`config.mk`:
```
export PLATFORM = sky130hd
export DESIGN_NAME = mux_4to1_stream
export DESIGN_NICKNAME = d
export VERILOG_FILES = /design/src/rtl/mux_stream_pkg.sv /design/src/rtl/rr_arbiter_4.sv /design/src/rtl/mux_4to1_stream.sv
export SDC_FILE = /design/constraint.sdc
export NUM_CORES = 1
export LEC_CHECK = 0
export ABC_AREA = 1
export BUFFER_PORTS_ARGS = -buffer_cell sky130_fd_sc_hd__buf_2
export CAP_MARGIN = 20
export CORE_MARGIN = 3
export CORE_UTILIZATION = 25
export CTS_CLUSTER_SIZE = 16
export DETAILED_ROUTE_END_ITERATION = 6
export GPL_ROUTABILITY_DRIVEN = 0
export PLACE_DENSITY = 0.49
export SYNTH_ARGS = -nofsm -noshare
export SYNTH_HDL_FRONTEND = slang
export SYNTH_SLANG_ARGS = --single-unit
export TNS_END_PERCENT = 20
```
`constraint.sdc`:
```
create_clock -name clk -period 3.5 [get_ports clk]
set_input_delay 0.525 -clock clk [delete_from_list [all_inputs] [get_ports clk]]
set_output_delay 0.525 -clock clk [all_outputs]
set_load 0.02 [all_outputs]
```
`src/rtl/mux_stream_pkg.sv`:
```
// Shared definitions for the stream mux and its demux counterpart.
package mux_stream_pkg;

  localparam int CH_NUM = 4;
  localparam int SEL_W  = 2;

  // Channel index. The demux sel input uses the same encoding.
  typedef logic [SEL_W-1:0] ch_idx_t;

  // Output register occupancy.
  typedef enum logic {
    ST_EMPTY = 1'b0,
    ST_FULL  = 1'b1
  } state_e;

endpackage

```
`src/rtl/rr_arbiter_4.sv`:
```
// Combinational 4-way round-robin arbiter.
// The search starts at ptr and walks upward modulo 4. The first request found wins.
module rr_arbiter_4
  import mux_stream_pkg::*;
(
  input  logic [CH_NUM-1:0] req,
  input  ch_idx_t           ptr,
  output logic [CH_NUM-1:0] gnt_onehot,
  output ch_idx_t           gnt_idx,
  output logic              any
);

  ch_idx_t cand;

  // Priority search from ptr. The 2-bit add wraps 3 -> 0 on its own.
  always_comb begin
    // NOTE: every output of a combinational block gets a default before any
    // conditional assignment, otherwise synthesis infers a latch.
    gnt_onehot = '0;
    gnt_idx    = '0;
    any        = 1'b0;
    cand       = '0;
    for (int k = 0; k < CH_NUM; k++) begin
      cand = ptr + ch_idx_t'(k);
      if (!any && req[cand]) begin
        any     = 1'b1;
        gnt_idx = cand;
      end
    end
    gnt_onehot[gnt_idx] = any;
  end

endmodule

```
`src/rtl/mux_4to1_stream.sv`:
```
// Four-channel valid/ready stream multiplexer.
// The output stage is registered and arbitration is round-robin.
// Each beat is tagged with its source channel on out_sel.
module mux_4to1_stream
  import mux_stream_pkg::*;
#(
  parameter int DATA_W = 8
) (
  input  logic                     clk,
  input  logic                     rst_n,
  input  logic [CH_NUM-1:0]        in_valid,
  output logic [CH_NUM-1:0]        in_ready,
  input  logic [CH_NUM*DATA_W-1:0] in_data,
  output logic                     out_valid,
  input  logic                     out_ready,
  output logic [DATA_W-1:0]        out_data,
  output logic [SEL_W-1:0]         out_sel
);

  state_e            state_q, state_d;
  ch_idx_t           ptr_q, ptr_d;
  ch_idx_t           sel_q, sel_d;
  logic [DATA_W-1:0] data_q, data_d;

  logic [CH_NUM-1:0] gnt_onehot;
  ch_idx_t           gnt_idx;
  logic              gnt_any;
  logic              load_en;
  logic [DATA_W-1:0] gnt_data;

  rr_arbiter_4 u_arb (
    .req        (in_valid),
    .ptr        (ptr_q),
    .gnt_onehot (gnt_onehot),
    .gnt_idx    (gnt_idx),
    .any        (gnt_any)
  );

  // The output register can take a beat when it is empty or when it is draining this cycle.
  assign out_valid = (state_q == ST_FULL);
  assign load_en   = !out_valid || out_ready;
  assign gnt_data  = in_data[gnt_idx*DATA_W +: DATA_W];
  assign out_data  = data_q;
  assign out_sel   = sel_q;

  // Ready goes only to the granted channel. The rst_n term keeps every handshake closed while reset is held.
  always_comb begin
    in_ready = '0;
    if (load_en && rst_n && gnt_any) begin
      in_ready = gnt_onehot;
    end
  end

  // Next state.
  // A grant always completes a transfer, because the winner's valid is high by construction.
  // The pointer only moves on a transfer.
  always_comb begin
    state_d = state_q;
    ptr_d   = ptr_q;
    sel_d   = sel_q;
    data_d  = data_q;
    if (load_en) begin
      if (gnt_any) begin
        state_d = ST_FULL;
        data_d  = gnt_data;
        sel_d   = gnt_idx;
        ptr_d   = gnt_idx + ch_idx_t'(1);
      end else begin
        state_d = ST_EMPTY;
      end
    end
  end

  // State, pointer and output register. Asynchronous reset discards any held beat.
  always_ff @(posedge clk or negedge rst_n) begin
    if (!rst_n) begin
      state_q <= ST_EMPTY;
      ptr_q   <= '0;
      sel_q   <= '0;
      data_q  <= '0;
    end else begin
      // NOTE: non-blocking assignments so every register samples pre-edge values.
      state_q <= state_d;
      ptr_q   <= ptr_d;
      sel_q   <= sel_d;
      data_q  <= data_d;
    end
  end

endmodule
```
# Yosys cells after proc, flatten, opt, wreduce, memory -nomap -nowiden
# Index checks and enable logic that the tools add are counted.
# op_classes
addsub	4
n_mul	0
div	0
n_lt_le_gt_ge	6
eq_ne	0
shifts	1
mux	20
n_bitwise	1
n_reduce_logical	12
# op_table
cell	n
variable part select 32 x 6 -> 8 bit	1
< comparator 2 x 3 -> 1 bit, second input constant	5
2-to-1 mux 1 bit	10
binary-select mux 1 bit (select 2 bit)	4
2-to-1 mux 2 bit	4
logical AND 1 bit	6
adder 2 x 1 -> 2 bit, second input constant	2
adder 2 bit, second input constant	2
bitwise AND 4 bit	1
zero test 1 bit	4
2-to-1 mux 4 bit	1
demux 1 bit (select 2 bit)	1
>= comparator 2 x 1 -> 1 bit, second input constant	1
AND reduction 2 bit	1
logical OR 1 bit	1
# word_totals
reg_bits	13
latch_bits	0
ram_bits	0
mem_bits_ro	0
input_bits	39
memories	0

# Logic depth before layout (Yosys ltp)
# Gate-level depths: netlist of run 1.
# depth
ltp_word	18
ltp_mapped	16

# Hierarchy
# Synthesis of run 1 repeated with hierarchy kept, for this count alone.
# hier_totals
hier_cells	230
hier_area_um2	1322.5
# modules_own_cells
module	n_inst	cells_each	area_per_inst_um2
mux_4to1_stream	1	156	929.6
rr_arbiter_4	1	74	392.9

# Worst setup path after synthesis of run 1
# OpenSTA, ideal clock, no wires.
# synth_path
kind	in2out
from	input in_valid[3]
to	output in_ready[3]
arrival_time_ns	1.866
setup_slack_ns	1.109
path_stages	10
path_buffers	1
cell_sequence	inv_1 nand2_1 nand3_2 nand2_2 nor2_4 nand3_2 nor2_1 nor2_2 buf_2 nor3_1
# synth_via
elab_chain_cells	18
word_cells_on_any_way	30
# synth_rtl
element	line	source
start, declared	mux_4to1_stream.sv:11	input logic [CH_NUM-1:0] in_valid,
binary-select mux 1 bit (select 2 bit)	rr_arbiter_4.sv:25	if (!any && req[cand]) begin
2-to-1 mux 1 bit (not written as such)	rr_arbiter_4.sv:25	
2-to-1 mux 1 bit	rr_arbiter_4.sv:25	
zero test 1 bit	rr_arbiter_4.sv:25	
logical AND 1 bit	rr_arbiter_4.sv:25	
2-to-1 mux 1 bit	rr_arbiter_4.sv:25	
zero test 1 bit	rr_arbiter_4.sv:25	
logical AND 1 bit	rr_arbiter_4.sv:25	
[2 not listed]	-	
logical AND 1 bit	rr_arbiter_4.sv:25	
2-to-1 mux 2 bit	rr_arbiter_4.sv:25	
< comparator 2 x 3 -> 1 bit (not written as such) or >= comparator 2 x 1 -> 1 bit (tied branches)	rr_arbiter_4.sv:30	gnt_onehot[gnt_idx] = any;
logical AND 1 bit (not written as such)	rr_arbiter_4.sv:30	
2-to-1 mux 1 bit (not written as such)	rr_arbiter_4.sv:30	
demux 1 bit (select 2 bit)	-	
bitwise AND 4 bit (no line)	-	
2-to-1 mux 4 bit *	mux_4to1_stream.sv:49	if (load_en && rst_n && gnt_any) begin
end, declared	mux_4to1_stream.sv:12	output logic [CH_NUM-1:0] in_ready,
# Every way passes the cells marked *; elsewhere a longest branch is shown, timed or not. The select of a mux whose other input is x is not followed.

# Worst setup path after layout of run 1
# layout_path
from	register ptr_q[0]
to	output in_ready[1]
# layout_via
elab_chain_cells	18
word_cells_on_any_way	33
# layout_rtl
element	line	source
start, declared	mux_4to1_stream.sv:21	ch_idx_t ptr_q, ptr_d;
start signal, assigned	mux_4to1_stream.sv:84	ptr_q <= ptr_d;
branches (longest 17 deep; another with < comparator 2 x 3 -> 1 bit)	-	
2-to-1 mux 4 bit *	mux_4to1_stream.sv:49	
# Mark *: on every way between the ends. The select of a mux whose other input is x is not followed.

==> flow_metrics.env, run 1 <==
export IMPL_synthFlopType="dfrtp_1"
export IMPL_cts_root_buffer="clkbuf_8"
export IMPL_tns_ps=0
export IMPL_vias=1280
export IMPL_skew_ps=1.30
export IMPL_h_tree_depth=1
export IMPL_crit_arrival_ps=2560
export IMPL_syn2layout_area_growth_pct=28.0
export IMPL_fp_dieW_um=73.9
export IMPL_setup_violations=0
export IMPL_initial_core_util=0.261
export IMPL_min_period_over_period=0.881
export IMPL_grt_pass1_wl_mm=5.18
export IMPL_hold_slack_ps=175
export IMPL_ant_nets=0
export IMPL_placed_area_um2=1430
export IMPL_relSlewSlack=0.663
export IMPL_cap_violations=0
export IMPL_cts_buffers=3
export IMPL_seq_area_um2=325
export IMPL_fin_cells=299
export IMPL_drt_pass1_iterations=4
export IMPL_synthArstFlopShare=1.00
export IMPL_worstSetupPathType="reg2out"
export IMPL_cp_max_fo=14
export IMPL_cts_buffer_depth=2
export IMPL_synth_avg_cell_area_um2=5.85
export IMPL_grt_max_degree=24
export IMPL_layout_nets=287
export IMPL_grt_overflow_total=0
export IMPL_multi_input_area_um2=729
export IMPL_grt_pass1_vias=1143
export IMPL_core_area_um2=4410
export IMPL_clock_fmax_mhz=324
export IMPL_layout_setup_ws_ps=417
export IMPL_yosysMostFrequentCell="nand2_1"
export IMPL_p_seq_frac=0.162
export IMPL_ys_types=21
export IMPL_synth_top_area_frac=0.384
export IMPL_synthTopCellsByArea="nand2_1 (38%), dfrtp_1 (28%), nand3_1 (8.3%)"
export IMPL_die_h_um=73.9
export IMPL_p_comb_frac=0.764
export IMPL_yosysTopAreaCell="nand2_1"
export IMPL_met3_length_um=133
export IMPL_cts_resized_gates=0
export IMPL_ir_drop_mv=0.417
export IMPL_clkPwrFrac=0.073
export IMPL_port_buffers=53
export IMPL_hold_viol_final=0
export IMPL_nFillCells=501
export IMPL_routed_wl_met2_mm=1.41
export IMPL_drv_slew=0
export IMPL_syn_area_um2=1150
export IMPL_dp_cells=295
export IMPL_wl_met1_mm=1.64
export IMPL_cts_hold_buffers_added=0
export IMPL_clk_latency_ps=240
export IMPL_critPathLaunchType="register"
export IMPL_antenna_diode_count=0
export IMPL_p_int_mw=0.744
export IMPL_netSwitchingFraction=0.590
export IMPL_path_clk_slew_ps=50
export IMPL_drt_wl_total_mm=3.20
export IMPL_rows=24
export IMPL_wl_per_cell_um=10.7
export IMPL_min_period_ps=3080
export IMPL_cts_num_sinks=13
export IMPL_drtIter0Drc=67
export IMPL_vias_per_cell=4.28
export IMPL_ys_ff_latch=13
export IMPL_synth_edf_count=0
export IMPL_worst_slew_pin_transition_ps=505
export IMPL_yosysWarningCount=0
export IMPL_hpwl_mm=2.56
export IMPL_critPathRequiredTime_ps=2970
export IMPL_ioPinCount=54
export IMPL_routed_top_layer="met4"
export IMPL_cts_tree="yes"
export IMPL_dpl_worst_slack_ps=664
export IMPL_dieArea_um2=5460
export IMPL_post_cts_setup_buffers=0
export IMPL_synth_cells=197
export IMPL_synthTopCellsByCount="nand2_1 (118), nand3_1 (19), dfrtp_1 (13), inv_1 (7), nand2_2 (7)"
export IMPL_holdCritPathClass="in2async"
export IMPL_drive_gt1_frac=0.308
export IMPL_final_area_um2=1480
export IMPL_syn_num_nets=236
export IMPL_rsz0062_at_grt="false"
export IMPL_status="finished, final reports clean"
export IMPL_yosysSeqAreaShare=0.282
export IMPL_crit_path_end_kind="output port"
export IMPL_p_leak_nw=0.912
export IMPL_antenna_found_initial=0
export IMPL_route_detailed_drc=0
export IMPL_power_switching_mw=1.07
export IMPL_grt_total_usage=0.119
export IMPL_power_density_nw_per_um2=1230
==> layout by cell type, fill, tap and decap left out, types with 3 or more instances in the layout <==
cell and n:
nor2_1 5, inv_1 7, nand2_1 118, nand2_2 7, o21ai_0 3, inv_2 3
clkbuf_8 3, nand3_1 19, dfrtp_1 13, nand3_2 3, buf_2 53
==> worst max-delay path: stages (launching register included) <==
cell and delay, ps:
dfrtp_1 570, inv_2 160, nand2_1 100, nand2_2 70, o21ai_1 190, nand3b_1 130, nand2_1 50, buf_4 170
inv_1 260, nand2_1 160, nor3_1 240, buf_2 210
==> path summary, 6_finish.rpt <==
path / from / to / slack [ps] / cells after the start
worst max-delay path: ptr_q[0]$_DFFE_PN0P_ / in_ready[1] / 420 / 11
worst min-delay path: rst_n / out_data[7]$_DFFE_PN0P_ / 180 / 1
worst max register to register: ptr_q[0]$_DFFE_PN0P_ / out_data[7]$_DFFE_PN0P_ / 1220 / 13
worst min register to register: out_data[7]$_DFFE_PN0P_ / out_data[7]$_DFFE_PN0P_ / 480 / 2
max in group asynchronous: rst_n / out_data[4]$_DFFE_PN0P_ / 3080 / 1
min in group clk: out_data[7]$_DFFE_PN0P_ / out_data[7]$_DFFE_PN0P_ / 480 / 2
==> layout make-up <==
type / count / area share
Clock buffer: 4 / 0.0305
Inverter: 10 / 0.0254
Multi-Input combinational cell: 166 / 0.494
Sequential cell: 13 / 0.221
Tap cell: 52 / 0.0441
Timing Repair Buffer: 54 / 0.185
==> cells by family (layout without fill, tap and decap cells) <==
group           after synthesis  after routing  share of synthesized area
compound gates                6              6                     0.0304
buf+inv                      18             68                     0.0847
flops                        13             13                      0.282
simple gates                160            160                      0.603
==> registers in the layout, summed over array words and instances, names as in the netlist <==
| register | cells |
|---|---|
| out_data | 8 |
| ptr_q | 2 |
| out_sel | 2 |
| out_valid | 1 |
==> metal layers <==
metal | global-route usage | vias up
met5 | 0 | -
met4 | 0.0362 | 0
met3 | 0.00958 | 2
met2 | 0.182 | 30
met1 | 0.176 | 541
li1 | - | 707
==> power groups by stage <==
stage                     sequential, mW  combinational, mW  clock, mW
after floorplan                    0.352               1.10          0
after CTS                          0.295               1.40      0.137
after global routing               0.306               1.59      0.146
after global placement             0.298               1.40          0
final                              0.295               1.39      0.132
after detailed placement           0.298               1.39          0
==> through the flow <==
stage                     power, mW   util
after floorplan                1.45      -
after global placement         1.70  0.324
after detailed placement       1.69  0.324
after CTS                      1.83  0.334
after global routing           2.04  0.334
final                          1.81  0.334
Power figures use the tool's default switching activity.
==> run 2: changes to the inputs <==
Settings changed: GPL_TIMING_DRIVEN from default to 0.
==> run 2 against run 1 <==
Compared with the run above: global-route usage about the same; fmax up 14%; register-to-register slack gained 390 ps; die area did not move; largest cell class unchanged; wire length is 0.59% higher; total power increased by 6.3%; critical endpoint is now in_ready[3]; sequential cell count did not move; hold slack got worse by 18 ps; first-iteration DRC count grew 63%; cell count up 2.3%; non-clock buffer count rose by 7.
==> flow_metrics.env, run 2 (synthesized netlist as in run 1, its figures left out) <==
export IMPL_p_leak_nw=0.944
export IMPL_power_density_nw_per_um2=1260
export IMPL_tns_ps=0
export IMPL_setup_violations=0
export IMPL_initial_core_util=0.261
export IMPL_rows=24
export IMPL_core_area_um2=4410
export IMPL_clk_latency_ps=240
export IMPL_vias_per_cell=4.27
export IMPL_cp_max_fo=10
export IMPL_fp_dieW_um=73.9
export IMPL_cts_num_sinks=13
export IMPL_grt_total_usage=0.119
export IMPL_crit_path_end_kind="output port"
export IMPL_r2r_slack_ps=1610
export IMPL_final_cell_mix="nand2_1 (118), buf_2 (56), nand3_1 (19)"
export IMPL_critPathRequiredTime_ps=2970
export IMPL_grt_max_degree=15
export IMPL_clock_fmax_mhz=371
export IMPL_cts_resized_gates=0
export IMPL_ioPinCount=54
export IMPL_hold_viol_final=0
export IMPL_crit_arrival_ps=2170
export IMPL_regToRegEndpoint="out_data[7]$_DFFE_PN0P_"
export IMPL_cts_buffer_depth=2
export IMPL_die_h_um=73.9
export IMPL_layout_nets=294
export IMPL_routed_wl_met2_mm=1.37
export IMPL_ant_nets=0
export IMPL_drv_slew=0
export IMPL_grt_pass1_vias=1151
export IMPL_ir_drop_mv=0.623
export IMPL_h_tree_depth=1
export IMPL_design_power_total_mw=1.93
export IMPL_hold_slack_ps=157
export IMPL_drtIter0Drc=109
export IMPL_antenna_found_initial=0
export IMPL_path_clk_slew_ps=60
export IMPL_syn2layout_area_growth_pct=32.7
export IMPL_status="finished, final reports clean"
export IMPL_r2r_cells=15
export IMPL_grt_pass1_wl_mm=5.21
export IMPL_met3_length_um=140
export IMPL_largest_register_ffs=8
export IMPL_rsz0062_at_grt="false"
export IMPL_critPathLaunchType="register"
export IMPL_dieArea_um2=5460
export IMPL_wl_met1_mm=1.70
export IMPL_cts_buffers=3
export IMPL_port_buffers=53
export IMPL_vias=1308
export IMPL_drt_wl_total_mm=3.22
export IMPL_hpwl_mm=2.61
export IMPL_cts_root_buffer="clkbuf_8"
export IMPL_reg2reg_from="ptr_q[0]$_DFFE_PN0P_"
export IMPL_antenna_diode_count=0
export IMPL_grt_overflow_total=0
export IMPL_relSlewSlack=0.738
export IMPL_routed_top_layer="met4"
export IMPL_skew_ps=7.10
export IMPL_drt_pass1_iterations=4
export IMPL_route_detailed_drc=0
export IMPL_wl_per_cell_um=10.5
export IMPL_cts_tree="yes"
export IMPL_fin_cells=306
export IMPL_cap_violations=0
export IMPL_post_cts_setup_buffers=0
export IMPL_dp_cells=302
export IMPL_holdCritPathClass="in2async"
export IMPL_worstSetupPathType="reg2out"
export IMPL_drive_gt1_frac=0.327
export IMPL_cp_startpoint="ptr_q[0]$_DFFE_PN0P_"
export IMPL_cts_hold_buffers_added=0
export IMPL_worst_slew_pin_transition_ps=393
export IMPL_final_common_cell="nand2_1"
export IMPL_min_period_ps=2700
export IMPL_min_period_over_period=0.770
run 2: cell count changes in the layout (fill, tap and decap cells not counted):
| cell | change |
|---|---|
| buf_2 | +3 |
| buf_6 | +3 |
| clkinv_2 | +1 |
run 2: layer usage:
metal | vias up | track usage
li1 | 723 | -
met1 | 548 | 0.189
met2 | 33 | 0.169
met3 | 4 | 0.00821
met4 | 0 | 0.0302
met5 | - | 0
run 2: final cells by class:
type / instances / area, um2
clock inverter: 1 / 5.00
fill: 515 / 2890
clock buffer: 3 / 41.3
buffer: 8 / 60.1
inverter: 10 / 37.5
tap: 52 / 65.1
multi-input combinational: 166 / 729
timing repair buffer: 53 / 265
sequential: 13 / 325
run 2: worst max-delay path, cell delays in order (launching register included):
cell	delay [ps]
dfrtp_1	400
inv_2	140
nand2_1	100
nand3_2	90
nand2_2	90
nor2_4	140
nand3_2	110
nor2_1	130
nor2_2	70
buf_2	180
nor3_1	250
buf_2	210
run 2: where the power goes:
part	total (mW)	internal, mW	leakage (nW)	switching [mW]
logic	1.52	0.522	0.760	0.995
registers	0.277	0.234	0.159	0.0436
clock network	0.133	0.0785	0.0255	0.0541
total	1.93	0.834	0.944	1.09
run 2: worst max-delay path by stage:
stage / to / cells past startpoint / slack [ps]
after CTS: in_ready[3] / 11 / 800
after global routing: in_ready[0] / 12 / 610
after detailed placement: in_ready[3] / 12 / 930
final: in_ready[3] / 11 / 800
after floorplan: in_ready[3] / 10 / 1110
after global placement: in_ready[3] / 12 / 930
run 2: through the flow:
stage	instance area, um2	setup slack (ps)	util
floorplan	1150	1110	-
global placement	1480	931	0.336
detailed placement	1480	931	0.336
CTS	1530	803	0.346
global route	1530	605	0.346
finish	1530	804	0.346
